<file path="src/rtl/rx_cda_align_if.sv">
// Link between the deserializer/demux stage and the CDA alignment controller:
// demuxed channel words with their strobe, and the per-channel bitslip/reset pulses.
interface rx_cda_align_if #(
  parameter int NCH = 30,
  parameter int W   = 40
);
  logic [NCH*W-1:0] I_data;
  logic             I_data_vld;
  logic [NCH-1:0]   O_rx_cda;
  logic [NCH-1:0]   O_rx_cda_reset;

  modport master (output I_data, output I_data_vld, input O_rx_cda, input O_rx_cda_reset);
  modport slave  (input I_data, input I_data_vld, output O_rx_cda, output O_rx_cda_reset);
endinterface

</file>
<file path="src/rtl/rx_cda_align.sv">
// LVDS receive link-training controller: walks the channels one at a time, bitslipping until
// each presents TRAIN_WORD. Optional RX_CDA_ROTATE_MATCH_EN also accepts 10/20/30-bit word rotations.
module rx_cda_align #(
  parameter int             NCH          = 30,
  parameter int             W            = 40,
  parameter logic [W-1:0]   TRAIN_WORD   = 40'hF0F0_F0F0_F0,
  parameter int             MAX_SLIPS    = 10,
  parameter int             SETTLE_WORDS = 4,
  parameter int             MATCH_WORDS  = 8
) (
  input  logic             I_clk,
  input  logic             I_rst_n,
  input  logic             I_start,
  input  logic             I_rx_locked,
  rx_cda_align_if.slave    lnk,
  output logic             O_rx_cda_rdy,
  output logic             O_busy,
  output logic [NCH-1:0]   O_fail_mask,
  output logic [4:0]       O_cur_ch,
  output logic [2*NCH-1:0] O_word_phase
);

  localparam int SLW = $clog2(MAX_SLIPS + 1);
  localparam int SEW = $clog2(SETTLE_WORDS + 1);
  localparam int MCW = $clog2(MATCH_WORDS + 1);
  localparam logic [SLW-1:0] SLIP_MAX    = SLW'(MAX_SLIPS);
  localparam logic [SEW-1:0] SETTLE_LAST = SEW'(SETTLE_WORDS - 1);
  localparam logic [MCW-1:0] MATCH_LAST  = MCW'(MATCH_WORDS - 1);
  localparam logic [4:0]     CH_LAST     = 5'(NCH - 1);
  localparam logic [NCH-1:0] CH_ONE      = NCH'(1);

  typedef enum logic [2:0] {IDLE, CRST, SETTLE, CHECK, SLIP, NEXT, DONE} state_t;

  state_t         state, state_nxt;
  logic [4:0]     ch;
  logic [SLW-1:0] slip_cnt;
  logic [SEW-1:0] settle_cnt;
  logic [MCW-1:0] match_cnt;
  logic [W-1:0]   word_cur;
  logic           hit;
  logic           start_acc;

  assign start_acc = I_start && I_rx_locked;
  assign word_cur  = lnk.I_data[int'(ch)*W +: W];
  assign O_cur_ch  = ch;

`ifdef RX_CDA_ROTATE_MATCH_EN
  logic           phase_lk;
  logic [1:0]     hit_rot;
  logic [1:0]     phase_cur;
  logic [2*NCH-1:0] word_phase;

  function automatic logic [W-1:0] rot_word(input logic [1:0] k);
    logic [2*W-1:0] t;
    t = {TRAIN_WORD, TRAIN_WORD} << (int'(k) * (W/4));
    return t[2*W-1:W];
  endfunction

  assign phase_cur    = word_phase[2*int'(ch) +: 2];
  assign O_word_phase = word_phase;

  // Once a rotation has been seen on this channel, only that rotation keeps counting.
  always_comb begin
    hit     = 1'b0;
    hit_rot = phase_cur;
    if (phase_lk) begin
      hit = (word_cur == rot_word(phase_cur));
    end else begin
      for (int k = 3; k >= 0; k--) begin
        if (word_cur == rot_word(2'(k))) begin
          hit     = 1'b1;
          hit_rot = 2'(k);
        end
      end
    end
  end

  always_ff @(posedge I_clk or negedge I_rst_n) begin
    if (!I_rst_n) begin
      phase_lk   <= 1'b0;
      word_phase <= '0;
    end else if (start_acc) begin
      phase_lk   <= 1'b0;
      word_phase <= '0;
    end else if (I_rx_locked) begin
      case (state)
        CRST, SLIP: phase_lk <= 1'b0;
        CHECK: begin
          if (lnk.I_data_vld && hit && !phase_lk) begin
            phase_lk                        <= 1'b1;
            word_phase[2*int'(ch) +: 2]     <= hit_rot;
          end
        end
        default: ;
      endcase
    end
  end
`else
  assign hit          = (word_cur == TRAIN_WORD);
  assign O_word_phase = '0;
`endif

  always_comb begin
    state_nxt = state;
    case (state)
      IDLE:   if (start_acc) state_nxt = CRST;
      CRST:   state_nxt = SETTLE;
      SETTLE: if (lnk.I_data_vld && settle_cnt == SETTLE_LAST) state_nxt = CHECK;
      CHECK: begin
        if (lnk.I_data_vld) begin
          if (hit) begin
            if (match_cnt == MATCH_LAST) state_nxt = NEXT;
          end else if (slip_cnt < SLIP_MAX) begin
            state_nxt = SLIP;
          end else begin
            state_nxt = NEXT;
          end
        end
      end
      SLIP:   state_nxt = SETTLE;
      NEXT:   state_nxt = (ch == CH_LAST) ? DONE : CRST;
      DONE:   if (start_acc) state_nxt = CRST;
      default: state_nxt = IDLE;
    endcase
    // Restart from any state; loss of lock overrides everything.
    if (start_acc) state_nxt = CRST;
    if (!I_rx_locked && state != IDLE) state_nxt = IDLE;
  end

  always_ff @(posedge I_clk or negedge I_rst_n) begin
    if (!I_rst_n) begin
      state              <= IDLE;
      ch                 <= '0;
      slip_cnt           <= '0;
      settle_cnt         <= '0;
      match_cnt          <= '0;
      O_fail_mask        <= '0;
      O_rx_cda_rdy       <= 1'b0;
      O_busy             <= 1'b0;
      lnk.O_rx_cda       <= '0;
      lnk.O_rx_cda_reset <= '0;
    end else begin
      state              <= state_nxt;
      O_busy             <= (state_nxt != IDLE) && (state_nxt != DONE);
      O_rx_cda_rdy       <= (state == DONE) && (state_nxt == DONE) && (O_fail_mask == '0);
      lnk.O_rx_cda       <= (state == SLIP && state_nxt == SETTLE) ? (CH_ONE << ch) : '0;
      lnk.O_rx_cda_reset <= (state == CRST && state_nxt == SETTLE) ? (CH_ONE << ch) : '0;

      if (start_acc) begin
        ch          <= '0;
        O_fail_mask <= '0;
      end else if (I_rx_locked) begin
        case (state)
          CRST: begin
            slip_cnt   <= '0;
            settle_cnt <= '0;
          end
          SETTLE: begin
            if (lnk.I_data_vld) begin
              if (settle_cnt == SETTLE_LAST) begin
                settle_cnt <= '0;
                match_cnt  <= '0;
              end else begin
                settle_cnt <= settle_cnt + 1'b1;
              end
            end
          end
          CHECK: begin
            if (lnk.I_data_vld) begin
              if (hit) match_cnt <= match_cnt + 1'b1;
              else if (slip_cnt == SLIP_MAX) O_fail_mask[ch] <= 1'b1;
            end
          end
          SLIP: begin
            slip_cnt   <= slip_cnt + 1'b1;
            settle_cnt <= '0;
          end
          NEXT: if (ch != CH_LAST) ch <= ch + 1'b1;
          default: ;
        endcase
      end
    end
  end

endmodule

</file>
<file path="src/flat_wrapper.sv">
// flat-port wrapper written by rule: the top's interface ports become plain ports
module rx_cda_align_flat 
#(
  parameter int             NCH          = 30,
  parameter int             W            = 40,
  parameter logic [W-1:0]   TRAIN_WORD   = 40'hF0F0_F0F0_F0,
  parameter int             MAX_SLIPS    = 10,
  parameter int             SETTLE_WORDS = 4,
  parameter int             MATCH_WORDS  = 8
)
  (I_clk, I_rst_n, I_start, I_rx_locked, O_rx_cda_rdy, O_busy, O_fail_mask, O_cur_ch, O_word_phase, lnk_I_data, lnk_I_data_vld, lnk_O_rx_cda, lnk_O_rx_cda_reset);
  rx_cda_align_if #(.NCH(NCH), .W(W)) lnk_i ();
  input  logic I_clk;
  input  logic I_rst_n;
  input  logic I_start;
  input  logic I_rx_locked;
  output logic O_rx_cda_rdy;
  output logic O_busy;
  output logic [NCH-1:0] O_fail_mask;
  output logic [4:0] O_cur_ch;
  output logic [2*NCH-1:0] O_word_phase;
  input wire logic [$bits(lnk_i.I_data)-1:0] lnk_I_data;
  input wire logic [$bits(lnk_i.I_data_vld)-1:0] lnk_I_data_vld;
  output wire logic [$bits(lnk_i.O_rx_cda)-1:0] lnk_O_rx_cda;
  output wire logic [$bits(lnk_i.O_rx_cda_reset)-1:0] lnk_O_rx_cda_reset;
  assign lnk_i.I_data = lnk_I_data;
  assign lnk_i.I_data_vld = lnk_I_data_vld;
  assign lnk_O_rx_cda = lnk_i.O_rx_cda;
  assign lnk_O_rx_cda_reset = lnk_i.O_rx_cda_reset;
  rx_cda_align #(.NCH(NCH), .W(W), .TRAIN_WORD(TRAIN_WORD), .MAX_SLIPS(MAX_SLIPS), .SETTLE_WORDS(SETTLE_WORDS), .MATCH_WORDS(MATCH_WORDS)) u_core (.I_clk(I_clk), .I_rst_n(I_rst_n), .I_start(I_start), .I_rx_locked(I_rx_locked), .lnk(lnk_i), .O_rx_cda_rdy(O_rx_cda_rdy), .O_busy(O_busy), .O_fail_mask(O_fail_mask), .O_cur_ch(O_cur_ch), .O_word_phase(O_word_phase));
endmodule
</file>
<file path="config.mk">
export PLATFORM = sky130hd
export DESIGN_NAME = rx_cda_align_flat
export DESIGN_NICKNAME = d
export VERILOG_FILES = /design/src/rtl/rx_cda_align_if.sv /design/src/rtl/rx_cda_align.sv /design/src/flat_wrapper.sv
export SDC_FILE = /design/constraint.sdc
export NUM_CORES = 1
export LEC_CHECK = 0
export BUFFER_PORTS_ARGS = -buffer_cell sky130_fd_sc_hd__buf_2
export CORE_AREA = 5 5 534 536
export DETAILED_ROUTE_END_ITERATION = 8
export DIE_AREA = 0 0 539 541
export PLACE_DENSITY = 0.3
export SLEW_MARGIN = 20
export SYNTH_ARGS = -nofsm -noshare
export SYNTH_HDL_FRONTEND = slang
export SYNTH_SLANG_ARGS = --single-unit
</file>
<file path="constraint.sdc">
create_clock -name I_clk -period 3.6 [get_ports I_clk]
set_clock_uncertainty 0.1 [all_clocks]
set_input_delay 0.36 -clock I_clk [delete_from_list [all_inputs] [get_ports I_clk]]
set_output_delay 0.36 -clock I_clk [all_outputs]
set_load 0.05 [all_outputs]
</file>
==> impl_results.md <==
- Status: finished, violations left
- Failing checks: setup timing
- Dpl hpwl: around 190,000 µm
- Placed cell count: 6,943
- Area grow syn2layout: 133%
- Die area: between 200,000 and 300,000 µm²
- Clock latency on the worst-skew pair: about 0.44 ns
- Most common cell after layout, fill and taps aside: buf_2
- Final net count: roughly 4.5k
- Clk sink count: about 110
- Leak: between 10 and 15 nW
- Most frequent cells in the layout: 1,300 x buf_2, 408 x buf_4, 282 x mux2i_1
- Layout cells sized above 1: 0.623
- Drt drc: 0
- Synthesized flop and latch total: 111
- IO Port Bufs: between 1k and 1.5k
- CP Capture Type: flip-flop
- Main flop type after synthesis: dfrtp_1
- Final critical-path required period: a little over 4 ns
- Worst reg2reg setup slack: -0.48 ns
- Largest net degree at the start of global routing: just under 50
- Setup-violating endpoint count in the final report: 39
- Cell area power density: between 200 and 250 nW/µm²
- Slowest CP cell: or4_4
- Seq/Total Area, Yosys: 0.214
- Final wirelength: roughly 210,000 µm
- Worst-Margin Slew: between 1 and 1.5 ns
- Root Buffer: clkbuf_16
- Crit Path Class: flip-flop to flip-flop
- Fmax: ~0.25 GHz
- Max rail drop VDD: a little over 0.2 mV
- Total power: ~6.7 mW
- RR Endpoint: u_core.O_fail_mask[29]
- Post-Syn Area: between 10,000 and 15,000 µm²
- Avg WL per Cell: just under 30 µm
- Final GP Congestion: between 0.9 and 1
- Antenna violations before repair: 143
- Asr flop ratio synth: 1.00
- Post-synth EDFFs: 0
- Internal power: around 3.7 mW
- Most frequent CP cell: buf_12
- Req. time, crit path: 3.79 ns
- Post-layout instance count excluding filler cells: between 7k and 8k
- Max Cap Viol: 0
- Hold Crit Start: lnk_I_data_vld
- Clock share of power: 0.180
- Slew Limit Fails: 0
- Crit-path max FO: 28
- Vias per cell: 2.98
- CP startpoint kind: flip-flop
- Critical Path Max Stage Delay: about 0.66 ns
- Clock-pin transition on the worst setup and hold timing paths: about 0.12 ns
- Tcrit/Tclk final: 1.13
- Placed instance area: roughly 28,000 µm²
- H-tree Lvls: 3
- Buf+Inv Stages, Crit Path: 8
- Critical path cell sequence: buf_12 -> buf_12 -> buf_12 -> nor3_4 -> buf_4 -> a211oi_1 -> or4_4 -> nor4_2 -> buf_4 -> nand4_1 -> a2111oi_4 -> buf_4 -> a31oi_4 -> buf_12 -> buf_12 -> a41oi_2 -> nor2_1
- Min-Delay Endpoint: u_core.match_cnt[3]
- CTS tree: built
- Via count: about 21k
- RSZ-0062 raised after global routing: yes
- Vias in the first global route: ~23k
- Combinational power share: 0.626
- Psw: between 3 and 4 mW
- Worst setup margin: -0.477 ns
- R2R depth: 17
- Hold Path Class: primary input to flip-flop
- Cells after Synth: between 1.5k and 2k
- Max_slew headroom: 0.232
- Data arrival, critical path: about 4.3 ns
- Die W: between 500 and 600 µm
- I/O Pins: 1,362
- Die Height: 541 µm
- Worst R2R Start: u_core.O_cur_ch[0]
- Global-route wire length before repair: around 250,000 µm
- FP Rows: ~200
- Fin. Hold Viols: 0
- Sequential share of power: 0.194
- Mean Syn Cell Area: around 8.3 µm²
- Distinct cells, synth: a little under 70
- First-pass iteration count of the detailed router: 5
- Final instance area: just over 30,000 µm²
- First-iteration detailed-routing DRC count: ~1k
- Final ANT Viol Nets: 0
- Core area: about 280,000 µm²
- Delay-heaviest family, CP: simple AND/OR/NAND/NOR gates
- Total Routing Usage GR: 0.135
- Sw Ratio: 0.451
- Ys Warns: 0
- CTS Buf Count: 9
- Grt ovf: 0
- CTS Buffer Depth: 2
- Hold depth: 3
- Initial core utilization: 0.0464
## tightest hold or removal path: stages
cell	delay [ns]
buf_2	0.16
nand2_1	0.25
o41ai_2	0.11
## area by class of cell
| type | instances | area [µm²] |
|---|---|---|
| Fill cell | 32800 | 250000 |
| Inverter | 10 | 50.0 |
| Antenna cell | 23 | 57.6 |
| Tap cell | 3743 | 4680 |
| Clock inverter | 7 | 85.1 |
| Timing Repair Buffer | 1822 | 11700 |
| Clock buffer | 9 | 225 |
| Sequential cell | 111 | 2790 |
| Multi-Input combinational cell | 1313 | 10600 |
## how the worst max path moves through the flow
stage,from,endpoint,slack (ns),depth (start not counted)
finish,u_core.O_cur_ch[0],u_core.O_fail_mask[29],-0.48,17
global route,u_core.O_cur_ch[0],u_core.O_fail_mask[29],-0.57,17
CTS,u_core.O_cur_ch[0],u_core.match_cnt[2],-0.51,18
detailed placement,u_core.O_cur_ch[1],u_core.O_fail_mask[28],-1.41,15
global placement,u_core.O_cur_ch[0],u_core.O_fail_mask[28],-1.87,14
floorplan,u_core.O_cur_ch[1],u_core.lnk.O_rx_cda[4],0.04,14
## stage by stage
step           hold slack, ns  TNS, ns    util  worst slack, ns
2_1_floorplan         -0.0356        0       -           0.0362
3_3_place_gp            0.397   -64.43  0.0994            -1.87
3_5_place_dp            0.400   -48.82  0.0995            -1.41
4_1_cts                 0.336   -17.29   0.105           -0.514
5_1_grt                 0.381   -20.30   0.108           -0.570
6_report                0.381   -16.03   0.108           -0.477
## power groups by stage
stage | sequential [mW] | clock (mW) | combinational (mW)
finish | 1.30 | 1.20 | 4.18
global route | 1.30 | 1.30 | 4.46
CTS | 1.30 | 1.28 | 4.18
detailed placement | 1.32 | 0 | 3.92
global placement | 1.33 | 0 | 3.93
floorplan | 1.33 | 0 | 1.56
## cell usage after synthesis, drive strengths merged, types with 10 or more instances
| master | count | share of area |
|---|---|---|
| nor4 | 118 | 0.059 |
| clkbuf | 55 | 0.016 |
| nor3 | 55 | 0.021 |
| o21ai | 24 | 0.0092 |
| nand2b | 10 | 0.0048 |
| nand4 | 18 | 0.0087 |
| a31oi | 35 | 0.017 |
| o22ai | 146 | 0.070 |
| mux4 | 24 | 0.042 |
| nand3 | 12 | 0.0046 |
| nand2 | 83 | 0.024 |
| a211oi | 28 | 0.016 |
| nor2 | 176 | 0.051 |
| dfrtp | 111 | 0.21 |
| ha | 10 | 0.0096 |
| and3 | 21 | 0.010 |
| nor2b | 10 | 0.0048 |
| or4 | 20 | 0.012 |
| buf | 133 | 0.073 |
| or3 | 13 | 0.0063 |
| mux2i | 311 | 0.24 |
| a21oi | 29 | 0.011 |
## state kept, by name, indices dropped and copies added, names as in the netlist
name                       cells
u_core.O_busy                  1
u_core.O_cur_ch                5
u_core.O_fail_mask            30
u_core.O_rx_cda_rdy            1
u_core.lnk.O_rx_cda           30
u_core.lnk.O_rx_cda_reset     30
u_core.match_cnt               4
u_core.settle_cnt              3
u_core.slip_cnt                4
u_core.state                   3
## timing repair
action                                  in CTS  in global routing
pin swaps                                   37                 29
gates cloned                                 4                  1
endpoints found under the setup margin      60                 46
gates resized for setup                    171                 72
hold endpoints to repair                    46                  0
setup buffers                               32                 20
hold buffers                                 1                  0
## per-layer routing
| layer | wire length [µm] | global-route usage |
|---|---|---|
| met1 | 81200 | 0.155 |
| met3 | 12900 | 0.0314 |
| met4 | 4340 | 0.0216 |
| met5 | 344 | 0 |
| met2 | 108000 | 0.255 |
## kinds of logic (layout without fill, tap and decap cells)
family,after synthesis,count (layout),synth area share
flops,111,111,0.214
xor+xnor,1,1,0.000674
fa+ha+maj,10,10,0.00962
compound gates,323,323,0.164
buf+inv,198,1848,0.0916
other cells,1,83,0.000288
simple gates,583,583,0.238
mux,336,336,0.282
No activity file was read; power rests on OpenSTA's default activity.
